## src/rtl/cpu_run_controller_if.sv

```systemverilog
// RAM read / dump handshake bundle between cpu_run_controller (master)
// and the top-level RAM address mux plus dump consumer (slave).
interface cpu_run_controller_if #(
    parameter int NB_INSTRUCTION = 16,
    parameter int NB_ADDR        = 11
);
    logic                      o_dump_active;
    logic [NB_ADDR-1:0]        o_ram_addr;
    logic                      o_ram_rd_enable;
    logic [NB_INSTRUCTION-1:0] i_ram_data;
    logic [NB_INSTRUCTION-1:0] o_dump_data;
    logic                      o_dump_valid;
    logic                      i_dump_ready;

    modport master (
        output o_dump_active, o_ram_addr, o_ram_rd_enable, o_dump_data, o_dump_valid,
        input  i_ram_data, i_dump_ready
    );

    modport slave (
        input  o_dump_active, o_ram_addr, o_ram_rd_enable, o_dump_data, o_dump_valid,
        output i_ram_data, i_dump_ready
    );
endinterface

```

## src/rtl/cpu_run_controller.sv

```systemverilog
// Run/step controller for the CPU with a post-halt RAM dump over a valid/ready port.
// Optional RUN-mode watchdog is enabled by defining RUN_CTRL_WATCHDOG_EN.
//
// state      | meaning
// IDLE       | waiting for i_start
// CLEAR      | one-cycle CPU clear pulse
// RUN        | free run until HALT (or watchdog)
// STEP_WAIT  | CPU paused, waiting for i_step or HALT
// STEP_EXEC  | one enabled CPU cycle
// DUMP_ADDR  | present dump address with read strobe
// DUMP_DATA  | hold dump word until consumer is ready
// DONE       | dump finished, results held
module cpu_run_controller #(
    parameter int NB_INSTRUCTION = 16,
    parameter int NB_ADDR        = 11,
    parameter int NB_OPCODE      = 5,
    parameter int HALT_OPCODE    = 0,
    parameter int DUMP_DEPTH     = 16,
    parameter int NB_CYCLES      = 16,
    parameter int WATCHDOG_LIMIT = 1000
) (
    input  logic                 i_clock,
    input  logic                 i_reset,
    input  logic                 i_start,
    input  logic                 i_step_mode,
    input  logic                 i_step,
    input  logic [NB_OPCODE-1:0] i_opcode,
    output logic                 o_cpu_enable,
    output logic                 o_cpu_clear,
    output logic [NB_CYCLES-1:0] o_cycle_count,
    output logic                 o_busy,
    output logic                 o_done,
    output logic                 o_timeout,
    cpu_run_controller_if.master io_dump
);
    typedef enum logic [2:0] {
        S_IDLE, S_CLEAR, S_RUN, S_STEP_WAIT, S_STEP_EXEC, S_DUMP_ADDR, S_DUMP_DATA, S_DONE
    } state_t;

    localparam logic [NB_OPCODE-1:0] HALT      = NB_OPCODE'(HALT_OPCODE);
    localparam logic [NB_ADDR-1:0]   LAST_ADDR = NB_ADDR'(DUMP_DEPTH - 1);

    state_t                    r_state;
    state_t                    w_next;
    logic                      r_step_mode;
    logic [NB_CYCLES-1:0]      r_cycle_count;
    logic [NB_ADDR-1:0]        r_dump_addr;
    logic [NB_INSTRUCTION-1:0] r_dump_data;

    logic w_cpu_enable;
    logic w_cpu_clear;
    logic w_dump_active;
    logic w_rd_enable;
    logic w_dump_valid;
    logic w_start_accept;
    logic w_dump_enter;
    logic w_handshake;
    logic w_is_halt;
    logic w_last;
`ifdef RUN_CTRL_WATCHDOG_EN
    localparam logic [NB_CYCLES-1:0] WD_LIMIT = NB_CYCLES'(WATCHDOG_LIMIT);
    logic w_wd_fire;
    logic r_timeout;
`endif

    assign w_is_halt   = (i_opcode == HALT);
    assign w_last      = (r_dump_addr == LAST_ADDR);
    assign w_handshake = w_dump_valid & io_dump.i_dump_ready;

    always_comb begin
        w_next         = r_state;
        w_cpu_enable   = 1'b0;
        w_cpu_clear    = 1'b0;
        w_dump_active  = 1'b0;
        w_rd_enable    = 1'b0;
        w_dump_valid   = 1'b0;
        w_start_accept = 1'b0;
        w_dump_enter   = 1'b0;
`ifdef RUN_CTRL_WATCHDOG_EN
        w_wd_fire      = 1'b0;
`endif
        case (r_state)
            S_IDLE, S_DONE: begin
                if (i_start) begin
                    w_next         = S_CLEAR;
                    w_start_accept = 1'b1;
                end
            end
            S_CLEAR: begin
                w_cpu_clear = 1'b1;
                w_next      = r_step_mode ? S_STEP_WAIT : S_RUN;
            end
            S_RUN: begin
`ifdef RUN_CTRL_WATCHDOG_EN
                if (r_cycle_count == WD_LIMIT) begin
                    w_wd_fire    = 1'b1;
                    w_dump_enter = 1'b1;
                    w_next       = S_DUMP_ADDR;
                end else
`endif
                if (w_is_halt) begin
                    w_dump_enter = 1'b1;
                    w_next       = S_DUMP_ADDR;
                end else begin
                    w_cpu_enable = 1'b1;
                end
            end
            S_STEP_WAIT: begin
                // HALT outranks a coincident step so the halted instruction never executes
                if (w_is_halt) begin
                    w_dump_enter = 1'b1;
                    w_next       = S_DUMP_ADDR;
                end else if (i_step) begin
                    w_next = S_STEP_EXEC;
                end
            end
            S_STEP_EXEC: begin
                w_cpu_enable = 1'b1;
                w_next       = S_STEP_WAIT;
            end
            S_DUMP_ADDR: begin
                w_dump_active = 1'b1;
                w_rd_enable   = 1'b1;
                w_next        = S_DUMP_DATA;
            end
            S_DUMP_DATA: begin
                w_dump_active = 1'b1;
                w_dump_valid  = 1'b1;
                if (io_dump.i_dump_ready) begin
                    w_next = w_last ? S_DONE : S_DUMP_ADDR;
                end
            end
            default: w_next = S_IDLE;
        endcase
    end

    always_ff @(posedge i_clock) begin
        if (i_reset) begin
            r_state       <= S_IDLE;
            r_step_mode   <= 1'b0;
            r_cycle_count <= '0;
            r_dump_addr   <= '0;
            r_dump_data   <= '0;
        end else begin
            r_state <= w_next;
            if (w_start_accept) begin
                r_step_mode   <= i_step_mode;
                r_cycle_count <= '0;
            end else if (w_cpu_enable && (r_cycle_count != '1)) begin
                r_cycle_count <= r_cycle_count + NB_CYCLES'(1);
            end
            if (w_dump_enter) begin
                r_dump_addr <= '0;
            end else if (w_handshake && !w_last) begin
                r_dump_addr <= r_dump_addr + NB_ADDR'(1);
            end
            if (r_state == S_DUMP_ADDR) begin
                r_dump_data <= io_dump.i_ram_data;
            end
        end
    end

`ifdef RUN_CTRL_WATCHDOG_EN
    always_ff @(posedge i_clock) begin
        if (i_reset) begin
            r_timeout <= 1'b0;
        end else if (w_start_accept) begin
            r_timeout <= 1'b0;
        end else if (w_wd_fire) begin
            r_timeout <= 1'b1;
        end
    end
    assign o_timeout = r_timeout;
`else
    assign o_timeout = 1'b0;
`endif

    assign o_cpu_enable            = w_cpu_enable;
    assign o_cpu_clear             = w_cpu_clear;
    assign o_cycle_count           = r_cycle_count;
    assign o_busy                  = (r_state != S_IDLE) && (r_state != S_DONE);
    assign o_done                  = (r_state == S_DONE);
    assign io_dump.o_dump_active   = w_dump_active;
    assign io_dump.o_ram_addr      = r_dump_addr;
    assign io_dump.o_ram_rd_enable = w_rd_enable;
    assign io_dump.o_dump_data     = r_dump_data;
    assign io_dump.o_dump_valid    = w_dump_valid;
endmodule

```

## src/flat_wrapper.sv

```systemverilog
// flat-port wrapper written by rule: the top's interface ports become plain ports
module cpu_run_controller_flat 
#(
    parameter int NB_INSTRUCTION = 16,
    parameter int NB_ADDR        = 11,
    parameter int NB_OPCODE      = 5,
    parameter int HALT_OPCODE    = 0,
    parameter int DUMP_DEPTH     = 16,
    parameter int NB_CYCLES      = 16,
    parameter int WATCHDOG_LIMIT = 1000
)
  (i_clock, i_reset, i_start, i_step_mode, i_step, i_opcode, o_cpu_enable, o_cpu_clear, o_cycle_count, o_busy, o_done, o_timeout, io_dump_o_dump_active, io_dump_o_ram_addr, io_dump_o_ram_rd_enable, io_dump_o_dump_data, io_dump_o_dump_valid, io_dump_i_ram_data, io_dump_i_dump_ready);
  cpu_run_controller_if #(.NB_INSTRUCTION(NB_INSTRUCTION), .NB_ADDR(NB_ADDR)) io_dump_i ();
  input  logic i_clock;
  input  logic i_reset;
  input  logic i_start;
  input  logic i_step_mode;
  input  logic i_step;
  input  logic [NB_OPCODE-1:0] i_opcode;
  output logic o_cpu_enable;
  output logic o_cpu_clear;
  output logic [NB_CYCLES-1:0] o_cycle_count;
  output logic o_busy;
  output logic o_done;
  output logic o_timeout;
  output wire logic [$bits(io_dump_i.o_dump_active)-1:0] io_dump_o_dump_active;
  output wire logic [$bits(io_dump_i.o_ram_addr)-1:0] io_dump_o_ram_addr;
  output wire logic [$bits(io_dump_i.o_ram_rd_enable)-1:0] io_dump_o_ram_rd_enable;
  output wire logic [$bits(io_dump_i.o_dump_data)-1:0] io_dump_o_dump_data;
  output wire logic [$bits(io_dump_i.o_dump_valid)-1:0] io_dump_o_dump_valid;
  input wire logic [$bits(io_dump_i.i_ram_data)-1:0] io_dump_i_ram_data;
  input wire logic [$bits(io_dump_i.i_dump_ready)-1:0] io_dump_i_dump_ready;
  assign io_dump_o_dump_active = io_dump_i.o_dump_active;
  assign io_dump_o_ram_addr = io_dump_i.o_ram_addr;
  assign io_dump_o_ram_rd_enable = io_dump_i.o_ram_rd_enable;
  assign io_dump_o_dump_data = io_dump_i.o_dump_data;
  assign io_dump_o_dump_valid = io_dump_i.o_dump_valid;
  assign io_dump_i.i_ram_data = io_dump_i_ram_data;
  assign io_dump_i.i_dump_ready = io_dump_i_dump_ready;
  cpu_run_controller #(.NB_INSTRUCTION(NB_INSTRUCTION), .NB_ADDR(NB_ADDR), .NB_OPCODE(NB_OPCODE), .HALT_OPCODE(HALT_OPCODE), .DUMP_DEPTH(DUMP_DEPTH), .NB_CYCLES(NB_CYCLES), .WATCHDOG_LIMIT(WATCHDOG_LIMIT)) u_core (.i_clock(i_clock), .i_reset(i_reset), .i_start(i_start), .i_step_mode(i_step_mode), .i_step(i_step), .i_opcode(i_opcode), .o_cpu_enable(o_cpu_enable), .o_cpu_clear(o_cpu_clear), .o_cycle_count(o_cycle_count), .o_busy(o_busy), .o_done(o_done), .o_timeout(o_timeout), .io_dump(io_dump_i));
endmodule
```

## config.mk

```make
export PLATFORM = sky130hd
export DESIGN_NAME = cpu_run_controller_flat
export DESIGN_NICKNAME = d
export VERILOG_FILES = /design/src/rtl/cpu_run_controller_if.sv /design/src/rtl/cpu_run_controller.sv /design/src/flat_wrapper.sv
export SDC_FILE = /design/constraint.sdc
export NUM_CORES = 1
export LEC_CHECK = 0
export BUFFER_PORTS_ARGS = -buffer_cell sky130_fd_sc_hd__buf_2
export CAP_MARGIN = 10
export CORE_MARGIN = 3
export CORE_UTILIZATION = 50
export CTS_CLUSTER_SIZE = 16
export DETAILED_ROUTE_END_ITERATION = 8
export PLACE_DENSITY_LB_ADDON = 0.12
export SYNTH_ARGS = -nofsm -noshare
export SYNTH_HDL_FRONTEND = slang
export SYNTH_SLANG_ARGS = --single-unit
```

## constraint.sdc

```tcl
create_clock -name i_clock -period 5.28 [get_ports i_clock]
set_clock_uncertainty 0.15 [all_clocks]
set_input_delay 0.528 -clock i_clock [delete_from_list [all_inputs] [get_ports i_clock]]
set_output_delay 0.528 -clock i_clock [all_outputs]
set_load 0.05 [all_outputs]
```

==> impl_metrics.json <==
{
  "fin_crit_sh_pct": 60.43,
  "crit_fanout": 18,
  "yosysSeqAreaShare_pct": 40.78,
  "grt_pass1_vias": 2020,
  "drive_above_1_share_pct": 25.07,
  "die_y_um": 73.93,
  "reg2reg_to": "u_core.o_cycle_count[12]$_SDFFE_PP0P_",
  "wl_um": 5377,
  "nets": 379,
  "initial_core_util_pct": 52.27,
  "synth-main-ff-cell": "dfxtp_1",
  "slew_headroom_pct": 29.01,
  "setup_viol": 0,
  "place.gp.congestion": 0.8648,
  "gr-total-overflow": 0,
  "setup_tns_ns": 0,
  "synth.largest_area_cell": "dfxtp_1",
  "place_inst": 395,
  "outcome": "complete, no violations",
  "critPathArrivalTime_ns": 2.51,
  "min_path_type": "reg2reg",
  "via_per_inst": 5.648,
  "fin_crit_ns": 3.190,
  "cts_resized": 0,
  "fp-row-count": 24,
  "cp-endpoint": "io_dump_o_ram_rd_enable",
  "rsz0062_at_grt": "no",
  "dieWidth_um": 73.93,
  "yosysWarningCount": 0,
  "synthCells": 282,
  "dieArea_mm2": 0.005466,
  "worstSkewPairLatency_ns": 0.29,
  "crit_required_ns": 4.60,
  "grt_max_degree": 23,
  "grt_pass1_wl_um": 8859,
  "final_cell_mix": "buf_2, dfxtp_1, nand2_1",
  "gr-usage-all-layers_pct": 20.08,
  "area_delta_synth_final_pct": 21.69,
  "ys_async_sr_fraction_pct": 0,
  "startpoint_type": "register",
  "cp-startpoint": "u_core.r_state[1]$_SDFFE_PP0P_",
  "wl_per_cell_um": 13.34,
  "cts_sinks": 47,
  "final_cells": 403,
  "core_area_mm2": 0.004414,
  "synth_top_area_share_pct": 40.78,
  "power_uw": 714.6,
  "fin_util_pct": 63.61,
  "synth_edf_count": 0,
  "antenna_left": 0,
  "max-cap-violations": 0,
  "reg2reg_setup_slack_ns": 2.73,
  "io_buffers": 76,
  "syn_nets": 311,
  "num-fill-cells": 415,
  "avgSynthCellArea_um2": 8.182,
  "grt_antenna_before_repair": 0,
  "worst_pin_slew_ns": 1.058,
  "htree_levels": 2,
  "synth_area_leaders": "dfxtp_1, nand2_1, a21oi_1, nand3_1, mux2i_1",
  "hold_violations": 0,
  "first_iter_violations": 99,
  "final_common_cell": "buf_2",
  "cts_buffer_depth": 2,
  "route.detailed.drc": 0,
  "worstRegToRegCells": 4,
  "crit-reg2reg-launch": "u_core.r_state[1]$_SDFFE_PP0P_",
  "ir_drop_v": 0.0001946,
  "diodes": 0,
  "syn_area_mm2": 0.002307,
  "synth_seq_cells": 47,
  "postCtsSetupBuffers": 0,
  "vias": 2276,
  "dp_hpwl_um": 3923,
  "first_pass_iters": 5,
  "postCtsHoldBufs": 0,
  "finalMaxSlewViolations": 0,
  "power_leakage_nw": 1.144,
  "endpoint_kind": "primary output",
  "cts_root_buf": "clkbuf_8",
  "cts_buffers": 5,
  "clock.fmax_ghz": 0.3134,
  "p_per_area_mw_per_mm2": 254.5,
  "clkTransAtPathRegs_ns": 0.09,
  "cts_tree": "done",
  "synth_cell_types": 42,
  "ios": 78,
  "worstSetupPathType": "reg2out"
}
-- state kept, by name (all words and copies together) (netlist names) --
name	count
u_core.io_dump.o_ram_addr	11
u_core.o_cycle_count	16
u_core.r_step_mode	1
u_core.io_dump.o_dump_data	16
u_core.r_state	3
-- worst min-delay path by stage --
stage | from | end | cells after the start
2_1_floorplan | u_core.r_step_mode$_SDFFE_PP0P_ | u_core.r_step_mode$_SDFFE_PP0P_ | 2
3_3_place_gp | u_core.io_dump.o_dump_data[14]$_SDFFE_PP0P_ | u_core.io_dump.o_dump_data[14]$_SDFFE_PP0P_ | 2
3_5_place_dp | u_core.io_dump.o_dump_data[9]$_SDFFE_PP0P_ | u_core.io_dump.o_dump_data[9]$_SDFFE_PP0P_ | 2
4_1_cts | io_dump_i_ram_data[4] | u_core.io_dump.o_dump_data[4]$_SDFFE_PP0P_ | 3
5_1_grt | io_dump_i_ram_data[2] | u_core.io_dump.o_dump_data[2]$_SDFFE_PP0P_ | 3
6_report | u_core.io_dump.o_dump_data[9]$_SDFFE_PP0P_ | u_core.io_dump.o_dump_data[9]$_SDFFE_PP0P_ | 2
-- metal layers --
metal | wire [um] | GRT usage (%)
met3 | 254 | 4.054
met2 | 2533 | 33.17
met5 | 0 | 0
met1 | 2547 | 26.52
met4 | 41 | 6.036
-- through the flow --
| stage | hold slack (ns) | area (um^2) | setup slack (ns) |
|---|---|---|---|
| floorplan | 0.3137 | 2307 | 2.889 |
| global placement | 0.2910 | 2690 | 2.339 |
| detailed placement | 0.2946 | 2690 | 2.245 |
| CTS | 0.3055 | 2808 | 2.074 |
| global route | 0.3115 | 2808 | 1.893 |
| finish | 0.3026 | 2808 | 2.090 |
-- power by group --
group / switching, mW / internal (mW)
Sequential: 0.00878 / 0.358
Combinational: 0.0537 / 0.0237
Clock: 0.117 / 0.153
Total: 0.180 / 0.535
-- worst max-delay path, cell delays in order (launching register included) --
cell      delay (ns)
dfxtp_1         0.59
inv_1           0.15
nand3_1         0.50
clkinv_1        0.58
buf_2           0.38
-- logic make-up after synthesis --
| logic type | Yosys count | share of synthesized area [%] |
|---|---|---|
| and+or+nand+nor | 129 | 29.01 |
| AOI/OAI and AO/OA | 57 | 16.43 |
| DFF | 47 | 40.78 |
| buffers and inverters | 27 | 4.827 |
| xor gates and xnor gates | 10 | 3.796 |
| muxes | 9 | 3.905 |
| adders and majority gates | 2 | 1.084 |
| other | 1 | 0.1625 |
-- synth_stat cells, drive strengths merged, types with 9 or more instances --
cell type and n:
a21oi 27, inv 9, dfxtp 47, clkbuf 10
nand3 20, nor3 11, nand3b 9, xnor2 10
mux2i 9, nor2 15, nand2 38
-- cell type report --
cell class	count	area, um^2	share of cell area (%)
sequential	47	940.9	33.51
timing repair buffer	77	387.9	13.81
multi-input combinational	208	1255	44.70
clock inverter	2	35.03	1.248
tap	52	65.06	2.317
inverter	11	41.29	1.471
clock buffer	6	82.58	2.941
(Power assumes the default switching activity.)
